[src/rtl/multicycle_control_fsm.sv]
// Multi-cycle control sequencer for the accumulator ISA: accepts one instruction
// per handshake and walks it through FETCH/DECODE/MEM/WB with registered strobes.
module multicycle_control_fsm #(
  parameter int REG_ADDR_W  = 3,
  parameter int ACC_ADDR    = 7,
  parameter int MEM_TIMEOUT = 15,
  localparam int INSTR_W    = 5 + REG_ADDR_W
) (
  input  logic                  clk_i,
  input  logic                  reset_i,
  input  logic [INSTR_W-1:0]    instr_i,
  input  logic                  instr_valid_i,
  output logic                  instr_ready_o,
  input  logic                  cb_i,
  output logic [3:0]            alucontrol_o,
  output logic [REG_ADDR_W-1:0] rs_addr_o,
  output logic [REG_ADDR_W-1:0] rt_addr_o,
  output logic [REG_ADDR_W-1:0] write_addr_o,
  output logic [4:0]            immediate_o,
  output logic                  write_data_control_o,
  output logic                  regwrite_o,
  output logic                  CBwrite_o,
  output logic                  mem_req_o,
  output logic                  mem_we_o,
  input  logic                  mem_ack_i,
  output logic                  branchf_o,
  output logic                  branchb_o,
  output logic                  pc_advance_o,
  output logic                  done_o,
  output logic                  err_o
);

  typedef enum logic [2:0] {S_FETCH, S_DECODE, S_MEM, S_WB, S_HALT, S_ERROR} state_t;

  localparam logic [4:0] OP_SLT   = 5'b10000;
  localparam logic [4:0] OP_HALT  = 5'b10001;
  localparam logic [4:0] OP_LOAD  = 5'b10010;
  localparam logic [4:0] OP_STORE = 5'b10011;
  localparam logic [4:0] OP_ABS   = 5'b10100;
  localparam logic [4:0] OP_SEQ   = 5'b10101;
  localparam logic [4:0] OP_BRB   = 5'b10110;
  localparam logic [4:0] OP_SLL   = 5'b11100;
  localparam logic [4:0] OP_SRL   = 5'b11101;
  localparam logic [4:0] OP_BRF   = 5'b11110;
  localparam logic [4:0] OP_SUBS  = 5'b11111;

  localparam logic [REG_ADDR_W-1:0] ACC = REG_ADDR_W'(ACC_ADDR);
  localparam int CNT_W = $clog2(MEM_TIMEOUT + 1);
  localparam logic [CNT_W-1:0] CNT_LAST = CNT_W'(MEM_TIMEOUT - 1);

  state_t                  state;
  logic [4:0]              op_q;
  logic [CNT_W-1:0]        mem_cnt;
  logic [4:0]              in_op;
  logic [REG_ADDR_W-1:0]   in_r;
  logic [3:0]              dec_alu;
  logic [REG_ADDR_W-1:0]   dec_rs, dec_rt, dec_wa;
  logic [4:0]              dec_imm;
  logic                    dec_wdc;
  logic                    writes_reg;
  logic                    is_cb_write;

  assign in_op = instr_i[INSTR_W-1 -: 5];
  assign in_r  = instr_i[REG_ADDR_W-1:0];

  // Field decode of the incoming word; only ever captured into registers on accept.
  always_comb begin
    dec_alu = 4'b0000;
    dec_rs  = '0;
    dec_rt  = '0;
    dec_wa  = '0;
    dec_imm = '0;
    dec_wdc = 1'b0;
    casez (in_op)
      5'b00???: begin dec_alu = 4'b0000; dec_wa = instr_i[REG_ADDR_W+2:3]; dec_rs = in_r; dec_rt = ACC; end
      5'b01???: begin dec_alu = 4'b0001; dec_wa = instr_i[REG_ADDR_W+2:3]; dec_rs = in_r; dec_rt = ACC; end
      5'b110??: begin dec_alu = 4'b1000; dec_imm = instr_i[4:0]; dec_wa = ACC; end
      OP_SLL:   begin dec_alu = 4'b0010; dec_wa = in_r; dec_rs = in_r; dec_rt = ACC; end
      OP_SRL:   begin dec_alu = 4'b0011; dec_wa = in_r; dec_rs = in_r; end
      OP_BRF:   dec_rs = in_r;
      OP_SUBS:  begin dec_alu = 4'b0100; dec_rs = REG_ADDR_W'(2); dec_rt = REG_ADDR_W'(5); dec_wa = in_r; end
      OP_SLT:   begin dec_alu = 4'b0101; dec_rs = REG_ADDR_W'(6); dec_rt = ACC; end
      OP_LOAD:  begin dec_wa = in_r; dec_rt = ACC; dec_wdc = 1'b1; end
      OP_STORE: begin dec_rs = in_r; dec_rt = ACC; end
      OP_ABS:   begin dec_alu = 4'b0110; dec_wa = in_r; dec_rs = in_r; end
      OP_SEQ:   begin dec_alu = 4'b0111; dec_rs = in_r; dec_rt = ACC; end
      OP_BRB:   dec_rs = in_r;
      default:  ;
    endcase
  end

  assign writes_reg  = (op_q[4] == 1'b0) || (op_q[4:2] == 3'b110) ||
                       (op_q inside {OP_SLL, OP_SRL, OP_SUBS, OP_ABS});
  assign is_cb_write = (op_q == OP_SLT) || (op_q == OP_SEQ);

  // Single sequencer: strobes default low every cycle so each is asserted for WB only.
  always_ff @(posedge clk_i or posedge reset_i) begin
    if (reset_i) begin
      state                <= S_FETCH;
      op_q                 <= '0;
      mem_cnt              <= '0;
      instr_ready_o        <= 1'b0;
      alucontrol_o         <= '0;
      rs_addr_o            <= '0;
      rt_addr_o            <= '0;
      write_addr_o         <= '0;
      immediate_o          <= '0;
      write_data_control_o <= 1'b0;
      regwrite_o           <= 1'b0;
      CBwrite_o            <= 1'b0;
      mem_req_o            <= 1'b0;
      mem_we_o             <= 1'b0;
      branchf_o            <= 1'b0;
      branchb_o            <= 1'b0;
      pc_advance_o         <= 1'b0;
      done_o               <= 1'b0;
      err_o                <= 1'b0;
    end else begin
      regwrite_o   <= 1'b0;
      CBwrite_o    <= 1'b0;
      branchf_o    <= 1'b0;
      branchb_o    <= 1'b0;
      pc_advance_o <= 1'b0;
      case (state)
        S_FETCH: begin
          if (instr_ready_o && instr_valid_i) begin
            op_q                 <= in_op;
            alucontrol_o         <= dec_alu;
            rs_addr_o            <= dec_rs;
            rt_addr_o            <= dec_rt;
            write_addr_o         <= dec_wa;
            immediate_o          <= dec_imm;
            write_data_control_o <= dec_wdc;
            instr_ready_o        <= 1'b0;
            state                <= S_DECODE;
          end else begin
            instr_ready_o <= 1'b1;
          end
        end
        S_DECODE: begin
          if (op_q == OP_LOAD || op_q == OP_STORE) begin
            mem_req_o <= 1'b1;
            mem_we_o  <= (op_q == OP_STORE);
            mem_cnt   <= '0;
            state     <= S_MEM;
          end else if (op_q == OP_HALT) begin
            done_o <= 1'b1;
            state  <= S_HALT;
          end else begin
            regwrite_o   <= writes_reg;
            CBwrite_o    <= is_cb_write;
            branchf_o    <= (op_q == OP_BRF) && cb_i;
            branchb_o    <= (op_q == OP_BRB) && cb_i;
            pc_advance_o <= !(((op_q == OP_BRF) || (op_q == OP_BRB)) && cb_i);
            state        <= S_WB;
          end
        end
        S_MEM: begin
          if (mem_ack_i) begin
            mem_req_o    <= 1'b0;
            mem_we_o     <= 1'b0;
            mem_cnt      <= '0;
            regwrite_o   <= (op_q == OP_LOAD);
            pc_advance_o <= 1'b1;
            state        <= S_WB;
          end else begin
            mem_cnt <= mem_cnt + CNT_W'(1);
            if (mem_cnt == CNT_LAST) begin
              mem_req_o <= 1'b0;
              mem_we_o  <= 1'b0;
              err_o     <= 1'b1;
              state     <= S_ERROR;
            end
          end
        end
        S_WB: begin
          instr_ready_o <= 1'b1;
          state         <= S_FETCH;
        end
        S_HALT, S_ERROR: ;
        default: state <= S_FETCH;
      endcase
    end
  end

endmodule

[config.mk]
export PLATFORM = sky130hd
export DESIGN_NAME = multicycle_control_fsm
export DESIGN_NICKNAME = d
export VERILOG_FILES = /design/src/rtl/multicycle_control_fsm.sv
export SDC_FILE = /design/constraint.sdc
export NUM_CORES = 1
export LEC_CHECK = 0
export BUFFER_PORTS_ARGS = -buffer_cell sky130_fd_sc_hd__buf_2
export CAP_MARGIN = 15
export CORE_MARGIN = 8
export CORE_UTILIZATION = 49
export DETAILED_ROUTE_END_ITERATION = 8
export PLACE_DENSITY = 0.74
export SETUP_SLACK_MARGIN = 0.5
export SLEW_MARGIN = 20
export SYNTH_ARGS = -nofsm -noshare
export SYNTH_HDL_FRONTEND = slang
export SYNTH_SLANG_ARGS = --single-unit
[constraint.sdc]
create_clock -name clk_i -period 2.1 [get_ports clk_i]
set_clock_uncertainty 0.1 [all_clocks]
set_input_delay 0.105 -clock clk_i [delete_from_list [all_inputs] [get_ports clk_i]]
set_output_delay 0.105 -clock clk_i [all_outputs]
set_load 0.01 [all_outputs]
## Word level (Yosys, flattened, before mapping)

Index checks and enable logic that the tools add are counted.

| word-level totals | value |
|---|---|
| bits in registers | 41 |
| output and inout bits | 29 |
| input port bits | 13 |
| logic and storage cells | 123 |

| cells by class | value |
|---|---|
| add/sub/neg operators | 1 |
| bitwise logic cells | 4 |
| equality and inequality tests | 33 |
| reduce and logical (&&, ||, !) cells | 26 |
| muxes and demuxes | 40 |

Operators by type and width:

| cell | number |
|---|---|
| 5-bit equality test, second input constant | 21 |
| 4-bit one-hot mux with 8 select lines | 1 |
| 1-bit 2-to-1 mux | 21 |
| 3-bit one-hot mux with 3 select lines | 2 |
| 3-bit 2-to-1 mux | 5 |
| 3-bit equality test, second input constant | 4 |
| 3-bit one-hot mux with 4 select lines | 1 |
| 3-bit AND reduction | 4 |
| 1-bit one-hot mux with 2 select lines | 5 |
| 9-bit OR reduction | 1 |
| 4-bit 2-to-1 mux | 2 |
| 4-bit one-hot mux with 2 select lines | 1 |
| 7-bit OR reduction | 1 |
| 3-bit by 2-bit equality test with 1-bit output, second input constant | 2 |
| 3-bit one-hot mux with 2 select lines | 1 |
| 1-bit logical OR | 5 |
| 5-bit 2-to-1 mux | 1 |
| 5-bit OR reduction | 1 |
| 4-bit by 1-bit adder with 4-bit output, second input constant | 1 |
| 4-bit equality test, second input constant | 1 |
| 1-bit logical AND | 4 |
| 2-bit != test, second input constant | 2 |
| 1-bit inverter | 4 |
| 2-bit AND reduction | 2 |
| 9 further kinds | 11 |

## Depth between registers and ports, before layout

Gate-level depths: netlist of the first run.

| logic depth | value |
|---|---|
| depth after elaboration | 7 |
| mapped depth | 6 |
| mapped depth without buffers | 6 |

## Worst setup path before layout of the first run

No wires, ideal clock.

| timing path | value |
|---|---|
| kind | register to register |
| start | reg state[0] |
| end | reg alucontrol_o[1] |
| slack | 0.457 ns |
| arrival | 1.452 ns |
| setup time | 0.092 ns |
| path buffers | 3 |
| required time | 1.908 ns |
| period minus slack after synthesis | 1.643 ns |
| cell stages (with the launch flop) | 6 |
| cell sequence | dfrtp_1 -> buf_6 -> or4_4 -> buf_6 -> buf_6 -> o31ai_2 |

| between the ends | value |
|---|---|
| longest elaborated chain between the ends | 2 |

RTL lines:

| item | RTL line | text |
|---|---|---|
| from (decl) | 51 | `state_t state;` |
| from (signal assigned) | 99 | `state <= S_FETCH;` |
| from (signal assigned) | 135 | `state <= S_DECODE;` |
| from (signal assigned) | 145 | `state <= S_MEM;` |
| 3-bit zero test | 124 | `case (state)` |
| 2-bit AND reduction (no line) | -- |  |
| to (signal assigned) | 128 | `alucontrol_o <= dec_alu;` |
| to (decl) | 15 | `output logic [3:0] alucontrol_o,` |

No other way between the ends.
A chain may end at the register's enable or synchronous reset.

## Worst setup path in the final report of the first run

| timing path | value |
|---|---|
| start | reg state[1] |
| end | reg rt_addr_o[1] |

| between the ends | value |
|---|---|
| longest elaborated chain between the ends | 2 |

RTL lines:

| item | RTL line | text |
|---|---|---|
| 3-bit zero test | 124 |  |
| 2-bit AND reduction (no line) | -- |  |
| to (signal assigned) | 130 | `rt_addr_o <= dec_rt;` |
| to (decl) | 17 | `output logic [REG_ADDR_W-1:0] rt_addr_o,` |

No other way between the ends.

==> results of run 1 <==
what timing repair did:
item | 4_1_cts | 5_1_grt
setup buffers | 4 | 11
hold buffers | 4 | 0
cloned | 0 | 2
hold endpoints to repair | 43 | 0
endpoints found under the setup margin | 29 | 25
gates resized for setup | 8 | 20
pin swaps | 4 | 6
worst reg2reg max path: stages (launching register included):
cell	delay (ns)
dfrtp_2	0.42
buf_12	0.14
nor4_4	0.33
nand2_1	0.15
o32a_1	0.37
cells by family (layout without fill, tap and decap cells):
family                     count (synthesis)  after routing
DFF                                       40             40
AOI/OAI and AO/OA                         65             65
xor gates and xnor gates                   2              2
buffers and inverters                     26             79
and+or+nand+nor                           95             97
adders and majority gates                  2              2
power breakdown:
group	leakage, nW	total [W]	switching [W]	internal, W
Clock	0.0510	0.000517	0.000255	0.000262
Sequential	0.505	0.00131	0.000250	0.00106
Combinational	0.722	0.00146	0.000749	0.000716
Total	1.28	0.00329	0.00125	0.00204
per-stage QoR:
stage / area (sq um) / total power (W)
final: 2670 / 0.00329
after global routing: 2670 / 0.00353
after CTS: 2490 / 0.00304
after detailed placement: 2310 / 0.00244
after global placement: 2310 / 0.00241
after floorplan: 2130 / 0.00212
cell usage after synthesis, types with 3 or more instances:
cell type  number  share of area
a21o_1          3          0.011
a21oi_1        16          0.038
a221o_1         3          0.014
a22o_1          4          0.016
buf_2           5          0.012
buf_6           3          0.016
clkbuf_1        5         0.0088
dfrtp_1        40           0.47
inv_1           9          0.016
nand2_1        46          0.081
nand2b_1        6          0.018
nand3_1        13          0.031
nor2_1          7          0.012
nor2b_1         5          0.015
nor3_1          3         0.0071
o211ai_1        3          0.011
o21ai_0         8          0.019
o21ai_1         3         0.0071
o2bb2ai_1       3          0.012
o32a_1          3          0.014
worst max path at each step:
stage / slack (ns) / cells past startpoint / from / end
global placement: 0.37 / 3 / state[2]$_DFFE_PP0P_ / write_addr_o[1]$_DFFE_PP0P_
global route: 0.40 / 4 / state[0]$_DFFE_PP0P_ / mem_cnt[2]$_DFFE_PP0P_
detailed placement: 0.33 / 3 / state[2]$_DFFE_PP0P_ / write_addr_o[1]$_DFFE_PP0P_
CTS: 0.39 / 3 / state[0]$_DFFE_PP0P_ / write_addr_o[0]$_DFFE_PP0P_
finish: 0.47 / 4 / state[1]$_DFFE_PP0P_ / rt_addr_o[1]$_DFFE_PP0P_
floorplan: 0.46 / 5 / state[0]$_DFFE_PP0P_ / alucontrol_o[1]$_DFFE_PP0P_
layout make-up:
| class | count | area, sq um | area share |
|---|---|---|---|
| multi-input cells | 166 | 1080 | 0.406 |
| flip-flops and latches | 40 | 1010 | 0.377 |
| repair buffers | 62 | 387 | 0.145 |
| clock buffers | 6 | 82.6 | 0.0309 |
| well taps | 52 | 65.1 | 0.0244 |
| inverters | 9 | 33.8 | 0.0127 |
| clock inverters | 2 | 10.0 | 0.00375 |
state kept, by name (all words and copies together) (netlist names), 2 cells and up:
name	cells
immediate_o	5
op_q	5
write_addr_o	3
rt_addr_o	2
alucontrol_o	4
rs_addr_o	3
state	3
mem_cnt	4
metal layers:
layer  wire [um]  global-route usage  vias up  part of all wire
li1            -                   -      927                 -
met1        2260               0.184      924              0.43
met2        2620               0.257       68              0.49
met3         352              0.0460        6             0.067
met4          57              0.0596        0             0.011
met5           0                   0        -                 0
==> impl_metrics.py, run 1 <==
metrics = {
    "outcome": {
        "status": "finished clean",
    },
    "hold_path": {
        "holdPathEnd": "pc_advance_o$_DFF_PP0_",
        "worst_hold_path.num_cells": 2,
        "hold_path_class": "in -> reg",
        "min_from": "mem_ack_i",
    },
    "detailed_routing": {
        "via_per_inst": 5.71,
        "routed-via-count": 1925,
        "ant_nets": 0,
        "drtPass1Iterations": 4,
        "first_iter_violations": 129,
        "post_drt_wl_per_cell_um": 15.7,
        "wl_um": 5290,
        "drcViolationCount": 0,
    },
    "timing": {
        "max_freq_ghz": 0.614,
        "fin_tns_setup_ns": 0,
        "rsz0062_at_grt": "yes",
        "finalMaxSlewViolations": 0,
        "hold_viol_final": 0,
        "finalWorstSetupSlack_ns": 0.471,
        "finalSetupViolCount": 0,
        "min_period_over_period": 0.776,
        "worst_pin_slew_ns": 0.559,
        "relSlewSlack": 0.626,
        "period_minus_slack_ns": 1.63,
        "whs_ns": 0.0560,
    },
    "clocking": {
        "numClockSinks": 40,
        "clk_latency_ns": 0.29,
        "cts_tree": "built",
        "cts_buffers": 5,
        "clk_pin_slew_ns": 0.07,
        "clk_path_buf_depth": 2,
        "cts_root_buffer": "clkbuf_8",
        "ctsHtreeMaxLevel": 2,
    },
    "yosys": {
        "syn_avg_cell_area_sq_um": 9.24,
        "synthMuxAreaShare": 0,
        "synth-adder-area-share": 0.0118,
        "synth_xor_area_frac": 0.00824,
        "ys_seq_area_frac": 0.471,
        "synth-seq-cells": 40,
        "synth_edf_count": 0,
        "synthArstFlopShare": 1.00,
        "syn_inst": 230,
        "yosys_warnings": 0,
        "netlist_area_sq_mm": 0.00213,
        "synth_top_flop_cell": "dfrtp_1",
        "synth_top_family_by_area": "simple AND/OR/NAND/NOR gates",
        "synthesis.nets": 245,
        "yosys.area_share.simple": 0.228,
        "synth.distinct_cells": 49,
        "synth_compound_gate_area_share": 0.218,
    },
    "global_route": {
        "grt_remaining_overflow": 0,
        "antenna_found_initial": 0,
        "grt_max_degree": 41,
        "grt_pass1_vias": 1816,
        "grt_usage": 0.155,
        "grt_pass1_wl_um": 8260,
    },
    "setup_path": {
        "cp_cell_sequence": "buf_12, nor4_4, nand2_1, o32a_1",
        "cp_slowest_stage_delay_ns": 0.42,
        "path_max_fanout": 5,
        "reg2reg_to": "rt_addr_o[1]$_DFFE_PP0P_",
        "end_kind": "flip-flop",
        "critPathArrivalTime_ns": 1.70,
        "crit_slowest_cell": "dfrtp_2",
        "crit_required_ns": 2.17,
        "crit_type": "reg -> reg",
        "path_delay_family": "simple AND/OR/NAND/NOR gates",
        "worst-path-buf-inv": 1,
        "reg2reg_from": "state[1]$_DFFE_PP0P_",
        "critPathLaunchType": "flip-flop",
        "r2r_slack_ns": 0.47,
        "r2r_cells": 4,
    },
    "layout": {
        "final_util": 0.626,
        "final_cells": 337,
        "antenna_cells": 0,
        "drive_gt1_frac": 0.326,
        "n_fill_cell": 384,
        "areaGrowthSynthToFinish_pct": 25.6,
        "final_cell_mix": "44 x nand2_1, 42 x buf_2, 35 x dfrtp_1, 15 x a21oi_1, 14 x buf_4",
        "layout.nets": 299,
        "final_common_cell": "nand2_1",
    },
    "floorplanning": {
        "die_y_um": 81.9,
        "fp.coreArea_sq_mm": 0.00426,
        "rows": 24,
        "start_util": 0.499,
        "ios": 42,
        "dieArea_sq_mm": 0.00670,
        "die_w_um": 81.9,
    },
    "power_and_ir_drop": {
        "ir_drop_uv": 530,
        "p_leak_nw": 1.28,
        "power_density_mw_per_mm2": 1230,
    },
    "placed_design": {
        "portBuffers": 41,
        "dp_cells": 308,
        "gp_congestion": 0.843,
        "dp_hpwl_um": 3320,
        "place_ws_ns": 0.326,
    },
    "flow_run": {
        "maxCapViolCount": 0,
    },
}
Note: power is estimated with default switching activity, not from simulation.
==> run 2: changes to the inputs <==
Clock period 2.1 ns to 1.5 ns, I/O delays scaled along.
==> run 2 against run 1 <==
Against the previous run: the run now ends with negative setup slack left; hold slack got worse by 0.049 ns; wire length increased by 40%; core utilization grew 16 points.
==> impl_metrics.py, run 2 (synthesis gave the netlist of run 1 again) <==
metrics = {
    "global_route": {
        "grt_pass1_vias": 2108,
        "grt_remaining_overflow": 0,
        "grt_pass1_wl_um": 10300,
        "antenna_found_initial": 0,
        "grt_max_degree": 22,
        "grt_usage": 0.197,
    },
    "layout": {
        "areaGrowthSynthToFinish_pct": 58.0,
        "drive_gt1_frac": 0.525,
        "final_cell_mix": "43 x buf_4, 36 x dfrtp_1, 35 x buf_2, 27 x buf_6, 25 x nand2_1",
        "final_common_cell": "buf_4",
        "final_util": 0.788,
        "reg_top3": "immediate_o: 5 flops, op_q: 5 flops",
        "layout.nets": 349,
        "antenna_cells": 0,
    },
    "timing": {
        "max_freq_ghz": 0.601,
        "period_minus_slack_ns": 1.66,
        "hold_viol_final": 0,
        "rsz0062_at_grt": "yes",
        "finalWorstSetupSlack_ns": -0.163,
        "fin_tns_setup_ns": -2.95,
        "worst_pin_slew_ns": 0.580,
        "finalSetupViolCount": 34,
        "finalMaxSlewViolations": 0,
        "relSlewSlack": 0.612,
        "min_period_over_period": 1.11,
    },
    "detailed_routing": {
        "via_per_inst": 5.83,
        "drcViolationCount": 0,
        "routed-via-count": 2258,
        "post_drt_wl_per_cell_um": 19.1,
        "drtPass1Iterations": 4,
        "wl_um": 7400,
        "ant_nets": 0,
        "first_iter_violations": 122,
    },
    "setup_path": {
        "r2r_slack_ns": -0.16,
        "cp_slowest_stage_delay_ns": 0.65,
        "crit_slowest_cell": "or4_4",
        "path_delay_family": "simple AND/OR/NAND/NOR gates",
        "reg2reg_from": "state[0]$_DFFE_PP0P_",
        "crit_type": "reg -> reg",
        "reg2reg_to": "op_q[4]$_DFFE_PP0P_",
        "critPathLaunchType": "flip-flop",
        "cp_cell_sequence": "or4_4, buf_12, nand2_2, nand2_1",
        "path_max_fanout": 8,
        "critPathArrivalTime_ns": 1.74,
        "worst-path-buf-inv": 1,
        "end_kind": "flip-flop",
        "crit_required_ns": 1.58,
        "r2r_cells": 4,
    },
    "power_and_ir_drop": {
        "power_w": 0.00621,
        "power_density_mw_per_mm2": 1850,
        "power_switching_w": 0.00237,
        "p_seq_frac": 0.293,
        "intPower_w": 0.00384,
        "ir_drop_uv": 722,
        "pwr-share-comb": 0.565,
        "power_frac_clock": 0.143,
        "p_sw_frac": 0.381,
        "p_leak_nw": 1.62,
    },
    "floorplanning": {
        "fp.coreArea_sq_mm": 0.00426,
        "dieArea_sq_mm": 0.00670,
        "ios": 42,
        "rows": 24,
        "start_util": 0.499,
        "die_y_um": 81.9,
        "die_w_um": 81.9,
    },
    "hold_path": {
        "min_from": "instr_i[2]",
        "worst_hold_path.num_cells": 3,
        "hold_path_class": "in -> reg",
        "holdPathEnd": "rs_addr_o[2]$_DFFE_PP0P_",
    },
    "outcome": {
        "violations": "negative setup slack",
        "status": "finished, violations left",
    },
    "clocking": {
        "ctsHtreeMaxLevel": 2,
        "clk_latency_ns": 0.30,
        "clk_pin_slew_ns": 0.08,
        "numClockSinks": 40,
        "cts_tree": "built",
        "clk_path_buf_depth": 2,
        "cts_root_buffer": "clkbuf_8",
        "cts_buffers": 5,
    },
    "placed_design": {
        "gp_congestion": 0.915,
        "portBuffers": 41,
        "dp_hpwl_um": 3850,
    },
    "flow_run": {
        "maxCapViolCount": 0,
    },
}
-- run 2: cell types whose count changed in the layout (fill, tap and decap cells not counted), moves of 3 or more --
cell	change
a21oi_1	-5
a21oi_2	+4
buf_2	-7
buf_4	+29
buf_6	+26
nand2_1	-19
nand2_2	+15
nand2_4	+4
o21ai_0	-4
o21ai_1	+3
-- run 2: final cells by class --
type | count | area, sq um
well taps | 52 | 65.1
inverters | 9 | 37.5
clock inverters | 2 | 35.0
fillers | 258 | 905
multi-input cells | 165 | 1240
clock buffers | 6 | 72.6
repair buffers | 112 | 902
flip-flops and latches | 40 | 1010
repair inverters | 1 | 5.00
-- run 2: per-layer routing --
| layer | vias to the layer above | track usage | routed length [um] |
|---|---|---|---|
| met5 | - | 0 | 0 |
| met4 | 0 | 0.0772 | 276 |
| met3 | 24 | 0.0449 | 403 |
| met2 | 88 | 0.342 | 3990 |
| met1 | 1120 | 0.231 | 2730 |
| li1 | 1026 | - | - |
-- run 2: power groups by stage --
| stage | Clock, W | Sequential [W] | Combinational, W |
|---|---|---|---|
| after floorplan | 0 | 0.00184 | 0.00119 |
| after global placement | 0 | 0.00175 | 0.00207 |
| after detailed placement | 0 | 0.00176 | 0.00212 |
| after CTS | 0.000892 | 0.00175 | 0.00279 |
| after global routing | 0.000944 | 0.00185 | 0.00371 |
| final | 0.000886 | 0.00182 | 0.00350 |
-- run 2: worst reg2reg max path, stage by stage (launching register included) --
cell     delay (ns)
dfrtp_2        0.46
or4_4          0.65
buf_12         0.20
nand2_2        0.06
nand2_1        0.07
-- run 2: what timing repair did --
| action | 4_1_cts | 5_1_grt |
|---|---|---|
| resized for setup | 47 | 45 |
| hold endpoints to repair | 24 | 0 |
| hold buffers | 4 | 0 |
| cloned | 2 | 1 |
| setup buffers | 21 | 14 |
| pin swaps | 35 | 14 |
| endpoints found under the setup margin | 57 | 71 |
-- run 2: per-stage QoR --
stage	setup WS (ns)	cell area, sq um	cells	hold slack [ns]
CTS	-0.0891	3060	372	0.00164
global route	-0.298	3360	387	0.0387
global placement	-0.153	2570	337	0.0167
finish	-0.163	3360	387	0.00650
detailed placement	-0.178	2570	337	0.0262
floorplan	-0.143	2170	230	-0.0462
-- run 2: worst max path at each step --
stage                          from                          end  slack, ns  depth (start not counted)
2_1_floorplan  state[0]$_DFFE_PP0P_  alucontrol_o[1]$_DFFE_PP0P_      -0.14                          5
3_3_place_gp   state[1]$_DFFE_PP0P_         mem_we_o$_DFFE_PP0P_      -0.15                          5
3_5_place_dp   state[1]$_DFFE_PP0P_         mem_we_o$_DFFE_PP0P_      -0.18                          5
4_1_cts         op_q[2]$_DFFE_PP0P_         mem_we_o$_DFFE_PP0P_      -0.09                          4
5_1_grt        state[0]$_DFFE_PP0P_         regwrite_o$_DFF_PP0_      -0.30                          6
6_report       state[0]$_DFFE_PP0P_          op_q[4]$_DFFE_PP0P_      -0.16                          4
